--- src/rtl/core_pkg.sv ---
// Shared core definitions: canonical NOP and the fetch-to-decode entry format.
package core_pkg;

  localparam int unsigned CORE_XLEN = 32;

  // addi x0, x0, 0
  localparam logic [31:0] NOP_INSTR = 32'h00000013;

  typedef struct packed {
    logic [CORE_XLEN-1:0] instr;
    logic [CORE_XLEN-1:0] pc;
    logic [CORE_XLEN-1:0] pcplus4;
  } fetch_entry_t;

endpackage

--- src/rtl/fq_mem.sv ---
// Register-array storage for fetch_queue: one synchronous write port, one async read port.
module fq_mem
  import core_pkg::*;
#(
  parameter int unsigned DEPTH = 4,
  parameter int unsigned WIDTH = $bits(fetch_entry_t),
  localparam int unsigned AW   = $clog2(DEPTH)
) (
  input  logic             clk,
  input  logic             we,
  input  logic [AW-1:0]    waddr,
  input  logic [WIDTH-1:0] wdata,
  input  logic [AW-1:0]    raddr,
  output logic [WIDTH-1:0] rdata
);

  logic [WIDTH-1:0] mem_q [DEPTH];
  logic [WIDTH-1:0] mem_d [DEPTH];

  always_comb begin
    mem_d = mem_q;
    if (we) begin
      mem_d[waddr] = wdata;
    end
  end

  // Contents are intentionally not reset; occupancy tracking makes stale data invisible.
  always_ff @(posedge clk) begin
    mem_q <= mem_d;
  end

  assign rdata = mem_q[raddr];

endmodule

--- src/rtl/fetch_queue.sv ---
// In-order fetch-to-decode buffer with show-ahead head, flush, and NOP bubble when empty.
module fetch_queue
  import core_pkg::*;
#(
  parameter int unsigned DATA_WIDTH    = 32,
  parameter int unsigned ADDRESS_WIDTH = 32,
  parameter int unsigned DEPTH         = 4,
  localparam int unsigned PTR_W        = $clog2(DEPTH),
  localparam int unsigned CNT_W        = $clog2(DEPTH) + 1
) (
  input  logic                     clk,
  input  logic                     rst,
  input  logic                     flush,
  input  logic                     enq_valid,
  output logic                     enq_ready,
  input  logic [DATA_WIDTH-1:0]    enq_instr,
  input  logic [ADDRESS_WIDTH-1:0] enq_pc,
  input  logic [DATA_WIDTH-1:0]    enq_pcplus4,
  output logic                     deq_valid,
  input  logic                     deq_ready,
  output logic [DATA_WIDTH-1:0]    deq_instr,
  output logic [ADDRESS_WIDTH-1:0] deq_pc,
  output logic [DATA_WIDTH-1:0]    deq_pcplus4,
  output logic [CNT_W-1:0]         count
);

  localparam int unsigned ENTRY_W = 2 * DATA_WIDTH + ADDRESS_WIDTH;

  logic [PTR_W-1:0] rd_ptr_q, rd_ptr_d;
  logic [PTR_W-1:0] wr_ptr_q, wr_ptr_d;
  logic [CNT_W-1:0] count_q, count_d;

  logic               enq_fire;
  logic               deq_fire;
  logic               mem_we;
  logic [ENTRY_W-1:0] mem_wdata;
  logic [ENTRY_W-1:0] mem_rdata;

  // Flags depend only on registered occupancy, so no input reaches an output combinationally.
  assign enq_ready = (count_q != CNT_W'(DEPTH));
  assign deq_valid = (count_q != '0);
  assign count     = count_q;

  assign enq_fire = enq_valid && enq_ready;
  assign deq_fire = deq_valid && deq_ready;

  // A flushed or reset cycle drops the presented entry, so it never touches storage.
  assign mem_we    = enq_fire && !flush && !rst;
  assign mem_wdata = {enq_instr, enq_pc, enq_pcplus4};

  always_comb begin
    rd_ptr_d = rd_ptr_q;
    wr_ptr_d = wr_ptr_q;
    count_d  = count_q;
    if (flush) begin
      rd_ptr_d = '0;
      wr_ptr_d = '0;
      count_d  = '0;
    end else begin
      if (enq_fire) begin
        wr_ptr_d = wr_ptr_q + PTR_W'(1);
      end
      if (deq_fire) begin
        rd_ptr_d = rd_ptr_q + PTR_W'(1);
      end
      if (enq_fire && !deq_fire) begin
        count_d = count_q + CNT_W'(1);
      end else if (deq_fire && !enq_fire) begin
        count_d = count_q - CNT_W'(1);
      end
    end
  end

  always_ff @(posedge clk) begin
    if (rst) begin
      rd_ptr_q <= '0;
      wr_ptr_q <= '0;
      count_q  <= '0;
    end else begin
      rd_ptr_q <= rd_ptr_d;
      wr_ptr_q <= wr_ptr_d;
      count_q  <= count_d;
    end
  end

  fq_mem #(
    .DEPTH (DEPTH),
    .WIDTH (ENTRY_W)
  ) u_mem (
    .clk   (clk),
    .we    (mem_we),
    .waddr (wr_ptr_q),
    .wdata (mem_wdata),
    .raddr (rd_ptr_q),
    .rdata (mem_rdata)
  );

  always_comb begin
    deq_instr   = DATA_WIDTH'(NOP_INSTR);
    deq_pc      = '0;
    deq_pcplus4 = '0;
    if (deq_valid) begin
      {deq_instr, deq_pc, deq_pcplus4} = mem_rdata;
    end
  end

endmodule

--- config.mk ---
export PLATFORM = sky130hd
export DESIGN_NAME = fetch_queue
export DESIGN_NICKNAME = d
export VERILOG_FILES = /design/src/rtl/core_pkg.sv /design/src/rtl/fq_mem.sv /design/src/rtl/fetch_queue.sv
export SDC_FILE = /design/constraint.sdc
export NUM_CORES = 1
export LEC_CHECK = 0
export ABC_CLOCK_PERIOD_IN_PS = 5150
export CAP_MARGIN = 40
export CORE_MARGIN = 3
export CORE_UTILIZATION = 25
export DETAILED_ROUTE_END_ITERATION = 16
export SLEW_MARGIN = 10
export SYNTH_ARGS = -nofsm -noshare
export SYNTH_HDL_FRONTEND = slang
export SYNTH_SLANG_ARGS = --single-unit
--- constraint.sdc ---
create_clock -name clk -period 5.15 [get_ports clk]
set_input_delay 0.7725 -clock clk [delete_from_list [all_inputs] [get_ports clk]]
set_output_delay 0.7725 -clock clk [all_outputs]
set_load 0.005 [all_outputs]
; Word-level counts from Yosys, hierarchy flattened
; Cells that the tools add are included.
[totals]
register_bits = 391
output_inout_bits = 101
[classes]
add_sub_neg = 4
n_reduce_logical = 14
n_eq_ne = 1
mux = 11
magnitude_cmp = 3
bitwise = 2
[op_table]
columns = cell, count
row1 = bitwise mux 384 bit, 1
row2 = 2-to-1 mux 96 bit, 3
row3 = binary-select mux 96 bit (select 2 bit), 1
row4 = demux 96 bit (select 2 bit), 1
row5 = 2-to-1 mux 32 bit, 3
row6 = logical AND 1 bit, 7
row7 = >= comparator 3 bit (second input constant), 2
row8 = 2-to-1 mux 3 bit, 2
row9 = inverter 2 -> 3 bit, 2
row10 = adder 2 x 1 -> 2 bit (second input constant), 2
row11 = logical NOT 1 bit, 4
row12 = adder 3 x 1 -> 3 bit (second input constant), 1
row13 = less-than comparator 3 x 1 -> 1 bit (second input constant), 1
row14 = inequality test 3 bit (second input constant), 1
row15 = nonzero test 3 bit, 1
row16 = subtractor 3 x 1 -> 3 bit (second input constant), 1
row17 = nonzero test 2 bit, 1
row18 = OR reduction 2 bit, 1

; Logic depth before layout (Yosys ltp)
[logic_depth]
word_depth = 6
mapped_depth = 9

; Modules after synthesis
; A second synthesis with hierarchy kept.
[hier_totals]
hier_cells = 650
area_unflattened_um2 = 14986.9
[modules_own_cells]
columns = module, n_inst, area_per_inst_um2, cells_each, seq_area_each_um2
row1 = fq_mem, 1, 13889.6, 506, 11531.1
row2 = fetch_queue, 1, 1097.3, 144, 140.1

; Least setup slack after synthesis
; OpenSTA, ideal clock, no wires.
[synth_timing]
kind = in2reg
startpoint = in flush
endpoint = reg u_mem.mem_q[0] (netlist bit), enable pin
setup_ns = 0.466
stages = 2
t_required_ns = 4.684
t_arrival_ns = 3.331
slack_ns = 1.353
path_buffers = 0
path_cell_list = nor2_1 -> and3_1
[synth_via]
elab_chain_len = 3
[synth_rtl]
columns = element, line_no
row1 = start: declaration, fetch_queue.sv:13  ; input logic flush,
row2 = logical NOT 1 bit, fetch_queue.sv:48  ; assign mem_we = enq_fire && !flush && !rst;
row3 = logical AND 1 bit (2 in a row), fetch_queue.sv:48
row4 = end signal: assignment, fq_mem.sv:29  ; mem_q <= mem_d;
row5 = end: declaration, fq_mem.sv:17  ; logic [WIDTH-1:0] mem_q [DEPTH];
; Every way passes these cells.
; A chain may end at the register's enable or synchronous reset.

; Worst setup path after layout
[layout_timing]
startpoint = reg rd_ptr_q[0]
endpoint = out deq_pc[18]
[layout_via]
elab_chain_len = 5
[layout_rtl]
columns = element, line_no
row1 = start: declaration, fetch_queue.sv:29  ; logic [PTR_W-1:0] rd_ptr_q, rd_ptr_d;
row2 = start signal: assignment, fetch_queue.sv:80  ; rd_ptr_q <= rd_ptr_d;
row3 = inverter 2 -> 3 bit (not written as such), fq_mem.sv:32  ; assign rdata = mem_q[raddr];
row4 = binary-select mux 96 bit (select 2 bit), fq_mem.sv:32
row5 = 2-to-1 mux 96 bit (not written as such) (2 in a row), fq_mem.sv:32
row6 = 2-to-1 mux 32 bit, fetch_queue.sv:102  ; if (deq_valid) begin
row7 = end: declaration, fetch_queue.sv:22  ; output logic [ADDRESS_WIDTH-1:0] deq_pc,
; Every way passes these cells. The select of a mux whose other input is x is not followed.

==> flow_summary.yaml <==
status:
  status: "finished clean"
critical_path:
  cpLargestDelayFamily: "buffers and inverters"
  crit_path_top_delay_cell: "dfxtp_4"
  path_max_fanout: 43
  critPathRequiredTime_ns: 4.38
  crit_path_end_kind: "output pin"
  crit_cells: 4
  slowest_delay_ns: 0.69
  start_kind: "flop"
  path_buf_inv: 2
  regToRegSetupSlack_ns: 2.60
  reg2regPathDepth: 4
  cp_data_arrival_time_ns: 2.88
  cp_cell_sequence: "buf_12 -> mux4_2 -> and2_1 -> clkdlybuf4s50_1"
  worst-setup-path-type: "reg -> out"
power:
  p_leak_nw: 5.92
  irDropWorstVdd_mv: 0.239
  power.density_nw_per_um2: 379
route:
  wl_per_cell_um: 19.1
  vias: 7038
  avgViaCountPerCell: 4.21
  antenna_left: 0
  postRouteWirelength_um: 31900
  drc_errors: 0
  initialDrtViolationCount: 388
  first_pass_iters: 4
global_route:
  track_usage_pct: 10.2
  overflow: 0
  antenna_found_initial: 2
  grt_max_degree: 95
  grt_pass1_wl_um: 48300
  grt_pass1_vias: 7777
placement:
  hpwlAfterDp_um: 18100
  port_buffers: 201
  gp_congestion: 0.639
clock_tree:
  clkSinkCount: 391
  cts_resized: 0
  root_buffer: "clkbuf_16"
  clk_latency_ns: 0.54
  path_clk_slew_ns: 0.06
  clockBufferDepth: 3
  hold_buffers: 0
  htreeDepth: 2
  cts_tree: "yes"
  postCtsSetupRepairBufs: 0
  cts_buffers: 43
logic_synthesis:
  synth_nets: 763
  yosysTopAreaCell: "edfxtp_1"
  syn-cell-area_um2: 14900
  syn_inst: 656
  ys_types: 27
  synth.avg_cell_area_um2: 22.7
  yosysWarningCount: 0
  synthTopCellsByArea: "edfxtp_1 (77%), mux4_2 (15%), and2_1 (3.9%)"
  ys_ff_latch: 391
  yosysTopAreaCellShare_pct: 77.3
  ys_seq_area_share_pct: 78.3
timing:
  fin_skew_ns: 0.0152
  setup-tns-final_ns: 0
  setup_viol: 0
  worstMarginPinSlew_ns: 0.752
  max_freq_ghz: 0.273
  period_needed_ns: 3.66
  finalHoldViolations: 0
  relSlewSlack_pct: 49.9
  finalCritPeriodShare_pct: 71.0
  rsz0062_at_grt: "no"
  drv_slew: 0
floorplan:
  fp.dieW_um: 250
  die_height_um: 250
  dieArea_um2: 62600
  io_pins: 202
  core_um2: 58400
  start_util_pct: 25.5
  num_rows: 88
layout:
  fin_nets: 983
  diodes: 0
  synthToLayoutAreaGrowth_pct: 29.5
  utilization_pct: 33.1
  drive_gt1_share_pct: 19.8
worst_hold_path:
  hold_path.class: "reg -> reg"
  hold_depth: 2
job:
  cap_violations: 0
## layer usage
layer	vias to the layer above	track usage [%]	wire length, µm
met2	163	17.4	16000
met5	-	0	27
met1	3685	12.8	13400
met4	4	3.15	728
met3	54	2.63	1710
li1	3132	-	-
## kinds of logic after synthesis
family | share of synthesized area, %
simple gates | 4.73
buf+inv | 1.38
compound gates | 0.302
flops | 78.3
xor+xnor | 0.176
mux | 14.6
fa+ha+maj | 0.554
## report_power, final
| group | internal (W) | switching [W] | total [W] |
|---|---|---|---|
| Combinational | 0.000399 | 0.000286 | 0.000685 |
| Clock | 0.00187 | 0.00121 | 0.00308 |
| Sequential | 0.00354 | 0.0000201 | 0.00356 |
| Total | 0.00581 | 0.00151 | 0.00732 |
## sequential cells by signal, indices dropped and copies added (netlist names)
| signal | flops |
|---|---|
| count | 3 |
| rd_ptr_q | 2 |
| u_mem.mem_q | 384 |
| wr_ptr_q | 2 |
## placed cells by master (no fill, tap or decap), types with 2 or more instances in the layout
cell type,netlist,final
a21oi_1,2,2
and2_1,94,94
and3_4,0,4
buf_12,1,8
bufinv_16,0,5
clkbuf_1,17,5
clkbuf_16,0,45
clkbuf_8,0,2
clkdlybuf4s50_1,0,201
clkinv_1,0,6
clkinv_2,0,8
clkinvlp_4,0,2
dfxtp_1,7,5
dfxtp_4,0,2
edfxtp_1,384,384
ha_1,5,5
inv_1,4,3
inv_6,0,3
mux4_2,96,96
nand2_1,2,2
nand4_1,2,2
nor2_1,4,4
o21ai_0,3,3
or2_1,3,3
or3_1,2,2
xor2_1,3,3
## final timing paths
check	to	from
worst max-delay path	deq_pc[18]	rd_ptr_q[0]
worst min-delay path	wr_ptr_q[0]	wr_ptr_q[0]
worst max register to register	u_mem.mem_q[377]	count[0]
worst min register to register	wr_ptr_q[0]	wr_ptr_q[0]
## layout make-up
cell class / count / area, µm²
Sequential cell: 391 / 11700
Timing Repair Buffer: 209 / 2170
Inverter: 4 / 15.0
Clock inverter: 25 / 263
Clock buffer: 52 / 1170
Multi-Input combinational cell: 227 / 3050
Tap cell: 765 / 957
Fill cell: 5535 / 39000
## worst min-delay path: stages, from the launching register on
cell and delay, ns:
dfxtp_1 0.34, nand2_1 0.07, o21ai_0 0.06
## Yosys cell counts
cell,number
dfxtp_1,7
and2_1,94
mux4_2,96
buf_12,1
buf_6,4
or3b_1,1
o31ai_1,1
nand4_1,2
nor3_2,1
mux2i_1,1
clkbuf_1,17
and3_1,4
or3_1,2
o31ai_2,1
inv_1,4
ha_1,5
buf_4,1
fa_1,1
or2_1,3
a21oi_1,2
nor2_1,4
nand2_1,2
xor2_1,3
buf_2,11
or2_2,1
edfxtp_1,384
o21ai_0,3
## metrics by stage
stage               setup slack [ns]  hold WS (ns)  instance area, µm²  power [W]  std cells
finish                          1.49         0.526               19300    0.00732       1673
detailed placement              1.95         0.508               17900    0.00433       1596
floorplan                       1.35         0.470               14900    0.00389        656
global placement                1.97         0.496               17900    0.00433       1596
global route                    1.26         0.572               19300    0.00763       1673
CTS                             1.35         0.529               19300    0.00746       1673
(Power assumes the default switching activity.)
